===== src/rtl/rst_generator.sv =====
`default_nettype none
// ============================================================================
// Module   : rst_generator
// Purpose  : Reset sequencer on the bus clock. It combines a debounced
//            push-button and the DCM lock indication into two ordered resets.
//            The bus reset is released first and the core reset CORE_DELAY
//            cycles later. A ready flag is raised once both are released.
// Ports    : clk_i        - bus clock
//            rst_i        - asynchronous active-high global reset
//            btn_rst_i    - raw push-button, active-high, asynchronous
//            dcm_locked_i - DCM LOCKED, asynchronous to clk_i
//            rst_bus_o    - registered reset for bus and peripherals
//            rst_core_o   - registered reset for the core
//            ready_o      - registered, high only when both resets released
// Revision : 1.0 - initial release
// ============================================================================
module rst_generator #(
    parameter int DEBOUNCE_CYCLES = 500000,
    parameter int LOCK_CYCLES     = 16,
    parameter int HOLD_CYCLES     = 16,
    parameter int CORE_DELAY      = 4
) (
    input  logic clk_i,
    input  logic rst_i,
    input  logic btn_rst_i,
    input  logic dcm_locked_i,
    output logic rst_bus_o,
    output logic rst_core_o,
    output logic ready_o
);

    // ------------------------------------------------------------------
    // Counter sizing
    // ------------------------------------------------------------------
    localparam int c_DEB_W = (DEBOUNCE_CYCLES > 1) ? $clog2(DEBOUNCE_CYCLES) : 1;

    // One sequence counter is shared by WAIT_LOCK, HOLD and BUS_UP, since
    // only one of them is counting at any time.
    localparam int c_SEQ_MAX =
        (LOCK_CYCLES > HOLD_CYCLES)
            ? ((LOCK_CYCLES > CORE_DELAY) ? LOCK_CYCLES : CORE_DELAY)
            : ((HOLD_CYCLES > CORE_DELAY) ? HOLD_CYCLES : CORE_DELAY);
    localparam int c_SEQ_W = (c_SEQ_MAX > 1) ? $clog2(c_SEQ_MAX) : 1;

    localparam logic [c_DEB_W-1:0] c_DEB_LAST  = c_DEB_W'(DEBOUNCE_CYCLES - 1);
    localparam logic [c_SEQ_W-1:0] c_LOCK_LAST = c_SEQ_W'(LOCK_CYCLES - 1);
    localparam logic [c_SEQ_W-1:0] c_HOLD_LAST = c_SEQ_W'(HOLD_CYCLES - 1);
    localparam logic [c_SEQ_W-1:0] c_CORE_LAST = c_SEQ_W'(CORE_DELAY - 1);

    typedef enum logic [1:0] {
        S_WAIT_LOCK = 2'd0,
        S_HOLD      = 2'd1,
        S_BUS_UP    = 2'd2,
        S_RUN       = 2'd3
    } state_t;

    // ------------------------------------------------------------------
    // Two-flop synchronizers for the asynchronous inputs
    // ------------------------------------------------------------------
    logic r_btn_meta;
    logic r_btn_sync;
    logic r_lock_meta;
    logic r_lock_sync;

    always_ff @(posedge clk_i or posedge rst_i) begin
        if (rst_i) begin
            r_btn_meta  <= 1'b0;
            r_btn_sync  <= 1'b0;
            r_lock_meta <= 1'b0;
            r_lock_sync <= 1'b0;
        end else begin
            r_btn_meta  <= btn_rst_i;
            r_btn_sync  <= r_btn_meta;
            r_lock_meta <= dcm_locked_i;
            r_lock_sync <= r_lock_meta;
        end
    end

    // ------------------------------------------------------------------
    // Debouncer: the accepted level only flips after DEBOUNCE_CYCLES
    // consecutive cycles of disagreement; any agreement restarts the count.
    // ------------------------------------------------------------------
    logic               r_btn_stable;
    logic [c_DEB_W-1:0] r_deb_cnt;

    always_ff @(posedge clk_i or posedge rst_i) begin
        if (rst_i) begin
            r_btn_stable <= 1'b0;
            r_deb_cnt    <= '0;
        end else if (r_btn_sync != r_btn_stable) begin
            if (r_deb_cnt == c_DEB_LAST) begin
                r_btn_stable <= ~r_btn_stable;
                r_deb_cnt    <= '0;
            end else begin
                r_deb_cnt <= r_deb_cnt + 1'b1;
            end
        end else begin
            r_deb_cnt <= '0;
        end
    end

    // Lock is deliberately not debounced: losing it must reset quickly.
    logic w_abort;
    assign w_abort = r_btn_stable | ~r_lock_sync;

    // ------------------------------------------------------------------
    // Sequencing FSM
    // ------------------------------------------------------------------
    state_t             r_state;
    state_t             w_state_nxt;
    logic [c_SEQ_W-1:0] r_cnt;
    logic [c_SEQ_W-1:0] w_cnt_nxt;

    always_ff @(posedge clk_i or posedge rst_i) begin
        if (rst_i) begin
            r_state <= S_WAIT_LOCK;
            r_cnt   <= '0;
        end else begin
            r_state <= w_state_nxt;
            r_cnt   <= w_cnt_nxt;
        end
    end

    // abort is tested before every completion check so that it always wins
    // over a counter finishing in the same cycle.
    always_comb begin
        w_state_nxt = r_state;
        w_cnt_nxt   = r_cnt;
        case (r_state)
            S_WAIT_LOCK: begin
                if (w_abort) begin
                    w_cnt_nxt = '0;
                end else if (r_cnt == c_LOCK_LAST) begin
                    w_state_nxt = S_HOLD;
                    w_cnt_nxt   = '0;
                end else begin
                    w_cnt_nxt = r_cnt + 1'b1;
                end
            end
            S_HOLD: begin
                if (w_abort) begin
                    w_state_nxt = S_WAIT_LOCK;
                    w_cnt_nxt   = '0;
                end else if (r_cnt == c_HOLD_LAST) begin
                    w_state_nxt = S_BUS_UP;
                    w_cnt_nxt   = '0;
                end else begin
                    w_cnt_nxt = r_cnt + 1'b1;
                end
            end
            S_BUS_UP: begin
                if (w_abort) begin
                    w_state_nxt = S_WAIT_LOCK;
                    w_cnt_nxt   = '0;
                end else if (r_cnt == c_CORE_LAST) begin
                    w_state_nxt = S_RUN;
                    w_cnt_nxt   = '0;
                end else begin
                    w_cnt_nxt = r_cnt + 1'b1;
                end
            end
            S_RUN: begin
                w_cnt_nxt = '0;
                if (w_abort) begin
                    w_state_nxt = S_WAIT_LOCK;
                end
            end
            default: begin
                w_state_nxt = S_WAIT_LOCK;
                w_cnt_nxt   = '0;
            end
        endcase
    end

    // ------------------------------------------------------------------
    // Outputs are decoded from the next state and registered, so all three
    // change on the same edge as the state. Because both resets come from
    // one state value, the core reset can never be low while bus reset is high.
    // ------------------------------------------------------------------
    logic r_rst_bus;
    logic r_rst_core;
    logic r_ready;

    always_ff @(posedge clk_i or posedge rst_i) begin
        if (rst_i) begin
            r_rst_bus  <= 1'b1;
            r_rst_core <= 1'b1;
            r_ready    <= 1'b0;
        end else begin
            r_rst_bus  <= (w_state_nxt == S_WAIT_LOCK) || (w_state_nxt == S_HOLD);
            r_rst_core <= (w_state_nxt != S_RUN);
            r_ready    <= (w_state_nxt == S_RUN);
        end
    end

    assign rst_bus_o  = r_rst_bus;
    assign rst_core_o = r_rst_core;
    assign ready_o    = r_ready;

endmodule
`default_nettype wire


===== config.mk =====
export PLATFORM = sky130hd
export DESIGN_NAME = rst_generator
export DESIGN_NICKNAME = d
export VERILOG_FILES = /design/src/rtl/rst_generator.sv
export SDC_FILE = /design/constraint.sdc
export NUM_CORES = 1
export LEC_CHECK = 0
export ABC_AREA = 1
export CAP_MARGIN = 20
export CORE_MARGIN = 2
export CORE_UTILIZATION = 35
export CTS_BUF_LIST = sky130_fd_sc_hd__clkbuf_16
export DETAILED_ROUTE_END_ITERATION = 16
export MAX_ROUTING_LAYER = met4
export PLACE_DENSITY = 0.55
export SLEW_MARGIN = 20
export SYNTH_ARGS = -nofsm -noshare
export SYNTH_HDL_FRONTEND = slang
export SYNTH_SLANG_ARGS = --single-unit

===== constraint.sdc =====
create_clock -name clk_i -period 1.2 [get_ports clk_i]
set_input_delay 0.12 -clock clk_i [delete_from_list [all_inputs] [get_ports clk_i]]
set_output_delay 0.12 -clock clk_i [all_outputs]
set_load 0.05 [all_outputs]

==> flow_metrics.env <==
export IMPL_status="finished, violations left"
export IMPL_violations="negative setup slack"
export IMPL_wire_per_inst_um=12.1
export IMPL_regArea_um2=833
export IMPL_route_vias_total=1357
export IMPL_fin_ws_ns=-0.0572
export IMPL_start_kind="register"
export IMPL_clockBufferDepth=2
export IMPL_synth_cell_types=24
export IMPL_core_area_mm2=0.00438
export IMPL_area_growth_syn_to_layout_pct=45.2
export IMPL_cts_tree="built"
export IMPL_fin_nets=243
export IMPL_hold_path_class="in2async"
export IMPL_antenna_cells=0
export IMPL_syn_area_per_cell_um2=8.37
export IMPL_overflow=0
export IMPL_critPathMaxFanout=4
export IMPL_cts_sinks=33
export IMPL_grt_pass1_wl_um=5960
export IMPL_endpoint_kind="register"
export IMPL_drtPass1Iterations=4
export IMPL_cts_buffers_inserted=5
export IMPL_initial_core_util_pct=36.6
export IMPL_drc_errors=0
export IMPL_place_congestion=0.846
export IMPL_yosysWarningCount=0
export IMPL_dpl_worst_slack_ns=-0.116
export IMPL_p_leak_nw=1.06
export IMPL_dr_max_layer_used="met4"
export IMPL_synth_nets=198
export IMPL_final_cell_count_no_fill=289
export IMPL_layout_drive_gt1_share_pct=37.6
export IMPL_grtUsageTotal_pct=15.7
export IMPL_wl_met3_um=90
export IMPL_finalSetupViolations=14
export IMPL_ctsHoldBuffers=0
export IMPL_p_comb_share_pct=5.4
export IMPL_clkTransAtPathRegs_ns=0.05
export IMPL_drt_antenna_violating_nets=0
export IMPL_grt_max_degree=24
export IMPL_skew_ns=0.00542
export IMPL_syn_area_mm2=0.00161
export IMPL_dpl_cell_count=270
export IMPL_power_density_mw_per_mm2=1160
export IMPL_max_vdd_ir_drop_mv=0.935
export IMPL_dr_wl_met2_um=1810
export IMPL_cts_max_level=2
export IMPL_dieArea_mm2=0.00515
export IMPL_relSlewSlack_pct=79.8
export IMPL_root_buffer="clkbuf_16"
export IMPL_drt_iter0_drc=60
export IMPL_clkLatencyLatePin_ns=0.28
export IMPL_synth_cells=192
export IMPL_antenna_found_initial=0
export IMPL_timing_final_hold_violations=0
export IMPL_post_drt_via_cell_ratio=4.70
export IMPL_seq_area_frac_synth_pct=51.6
export IMPL_min_period_ns=1.26
export IMPL_die_w_um=71.8
export IMPL_dp_hpwl_um=2410
export IMPL_report_final_slew_viol_count=0
export IMPL_swShare_pct=20.1
export IMPL_grt_setup_unrepaired="true"
export IMPL_grt_pass1_vias=1377
export IMPL_finalCritPeriodShare_pct=105
export IMPL_io_buffers=6
export IMPL_critPathRequiredTime_ns=1.37
export IMPL_nFillCells=409
export IMPL_tightest_slew_ns=0.303
export IMPL_ys_ff_latch=33
export IMPL_hold_slack_ns=0.139
export IMPL_maxCapViolations=0
export IMPL_row_count=24
export IMPL_wl_um=3510
export IMPL_arrival_ns=1.43
export IMPL_met1_length_um=1540
export IMPL_clockPowerShare_pct=51.9
export IMPL_p_seq_share_pct=42.7
export IMPL_p_int_mw=2.17
export IMPL_multiInputGateArea_um2=828
export IMPL_max_freq_mhz=795
export IMPL_criticalPathCategory="reg2reg"
export IMPL_ios=7
export IMPL_p_switching_mw=0.545
export IMPL_die_height_um=71.8
==> synth_stat cells <==
cell / instances / share of area [%]
nor2_1: 43 / 10
nand2_1: 39 / 9.1
dfrtp_1: 31 / 48
inv_1: 24 / 5.6
nand3_1: 9 / 2.8
xor2_1: 8 / 4.4
nand2_2: 5 / 1.9
nor2_2: 5 / 1.9
nand4_1: 4 / 1.6
xnor2_1: 4 / 2.2
a21oi_1: 3 / 0.93
dfstp_2: 2 / 3.3
ha_1: 2 / 1.6
nor2_4: 2 / 1.4
nor3_1: 2 / 0.62
a211oi_1: 1 / 0.47
a21oi_2: 1 / 0.55
a31oi_1: 1 / 0.39
inv_2: 1 / 0.23
nand3_2: 1 / 0.62
o211ai_1: 1 / 0.47
o21ai_0: 1 / 0.31
o21ai_1: 1 / 0.31
xnor2_2: 1 / 1.0
==> final timing paths <==
path,from,to,slack (ns),depth (start not counted)
setup / recovery,r_deb_cnt[5],r_deb_cnt[16],-0.06,7
hold / removal,rst_i,r_cnt[3],0.14,3
setup reg to reg,r_deb_cnt[5],r_deb_cnt[16],-0.06,7
hold reg to reg,r_lock_meta,r_lock_sync,0.35,0
max in group asynchronous,rst_i,r_deb_cnt[7],0.73,3
min in group clk_i,btn_rst_i,r_btn_meta,0.28,1
==> power by group through the flow <==
| stage | clock (mW) | sequential [mW] | combinational (mW) |
|---|---|---|---|
| finish | 1.41 | 1.16 | 0.146 |
| detailed placement | 0 | 1.17 | 0.121 |
| CTS | 1.44 | 1.16 | 0.143 |
| floorplan | 0 | 1.17 | 0.0662 |
| global placement | 0 | 1.17 | 0.119 |
| global route | 1.47 | 1.16 | 0.167 |
==> cell type report <==
cell class | count | area share, %
Tap cell | 52 | 2.79
Timing Repair Buffer | 38 | 15.1
Sequential cell | 33 | 35.7
Inverter | 25 | 4.02
Clock inverter | 2 | 1.50
Multi-Input combinational cell | 134 | 35.5
Clock buffer | 5 | 5.36
==> placed cells by master (no fill, tap or decap), types with 4 or more instances in the layout <==
| cell type | netlist | final |
|---|---|---|
| nand2_2 | 5 | 13 |
| inv_1 | 24 | 22 |
| nor2_4 | 2 | 7 |
| xor2_1 | 8 | 8 |
| clkbuf_16 | 0 | 5 |
| nand3_1 | 9 | 7 |
| nor2_2 | 5 | 5 |
| nand4_1 | 4 | 4 |
| dfrtp_1 | 31 | 27 |
| buf_4 | 0 | 26 |
| buf_6 | 0 | 6 |
| dfrtp_2 | 0 | 4 |
| nand2_1 | 39 | 28 |
| nor2_1 | 43 | 38 |
==> stage by stage <==
stage	total power [mW]	instance area, um2	util (%)	TNS (ns)
after floorplan	1.24	1620	-	0
after CTS	2.74	2210	50.5	-0.732
after global routing	2.80	2330	53.2	-2.03
after detailed placement	1.29	1930	43.9	-1.12
after global placement	1.29	1930	43.9	-0.770
final	2.72	2330	53.2	-0.601
==> cell families after synthesis <==
group,share of synthesized area (%)
xor gates and xnor gates,7.55
buffers and inverters,5.84
AOI/OAI and AO/OA,3.43
DFF,51.6
adders and majority gates,1.56
and+or+nand+nor,30.1
==> state kept, by name, indices dropped and copies added, names as in the netlist <==
signal        count
r_btn_meta        1
r_lock_meta       1
r_cnt             4
r_lock_sync       1
rst_bus_o         1
r_state           2
r_btn_sync        1
rst_core_o        1
r_btn_stable      1
r_deb_cnt        19
ready_o           1
==> metal layers <==
metal | track usage, % | up-vias
li1 | - | 682
met1 | 18.5 | 647
met2 | 25.2 | 22
met3 | 3.38 | 6
met4 | 8.39 | 0
met5 | - | -
==> worst max-delay path, cell delays in order, from the launching register on <==
cell and delay [ns]:
dfrtp_1 0.42, nand2_2 0.11, nor2_4 0.16, nand2_4 0.07, nor2_4 0.14, nand3_1 0.09, nor2_1 0.11, nor2_1 0.05
==> repair_timing <==
action / CTS / global route
buffers inserted: 7 / 5
gates resized for setup: 21 / 24
endpoints found under the setup margin: 15 / 25
pin swaps: 13 / 19
(Power assumes the default switching activity.)
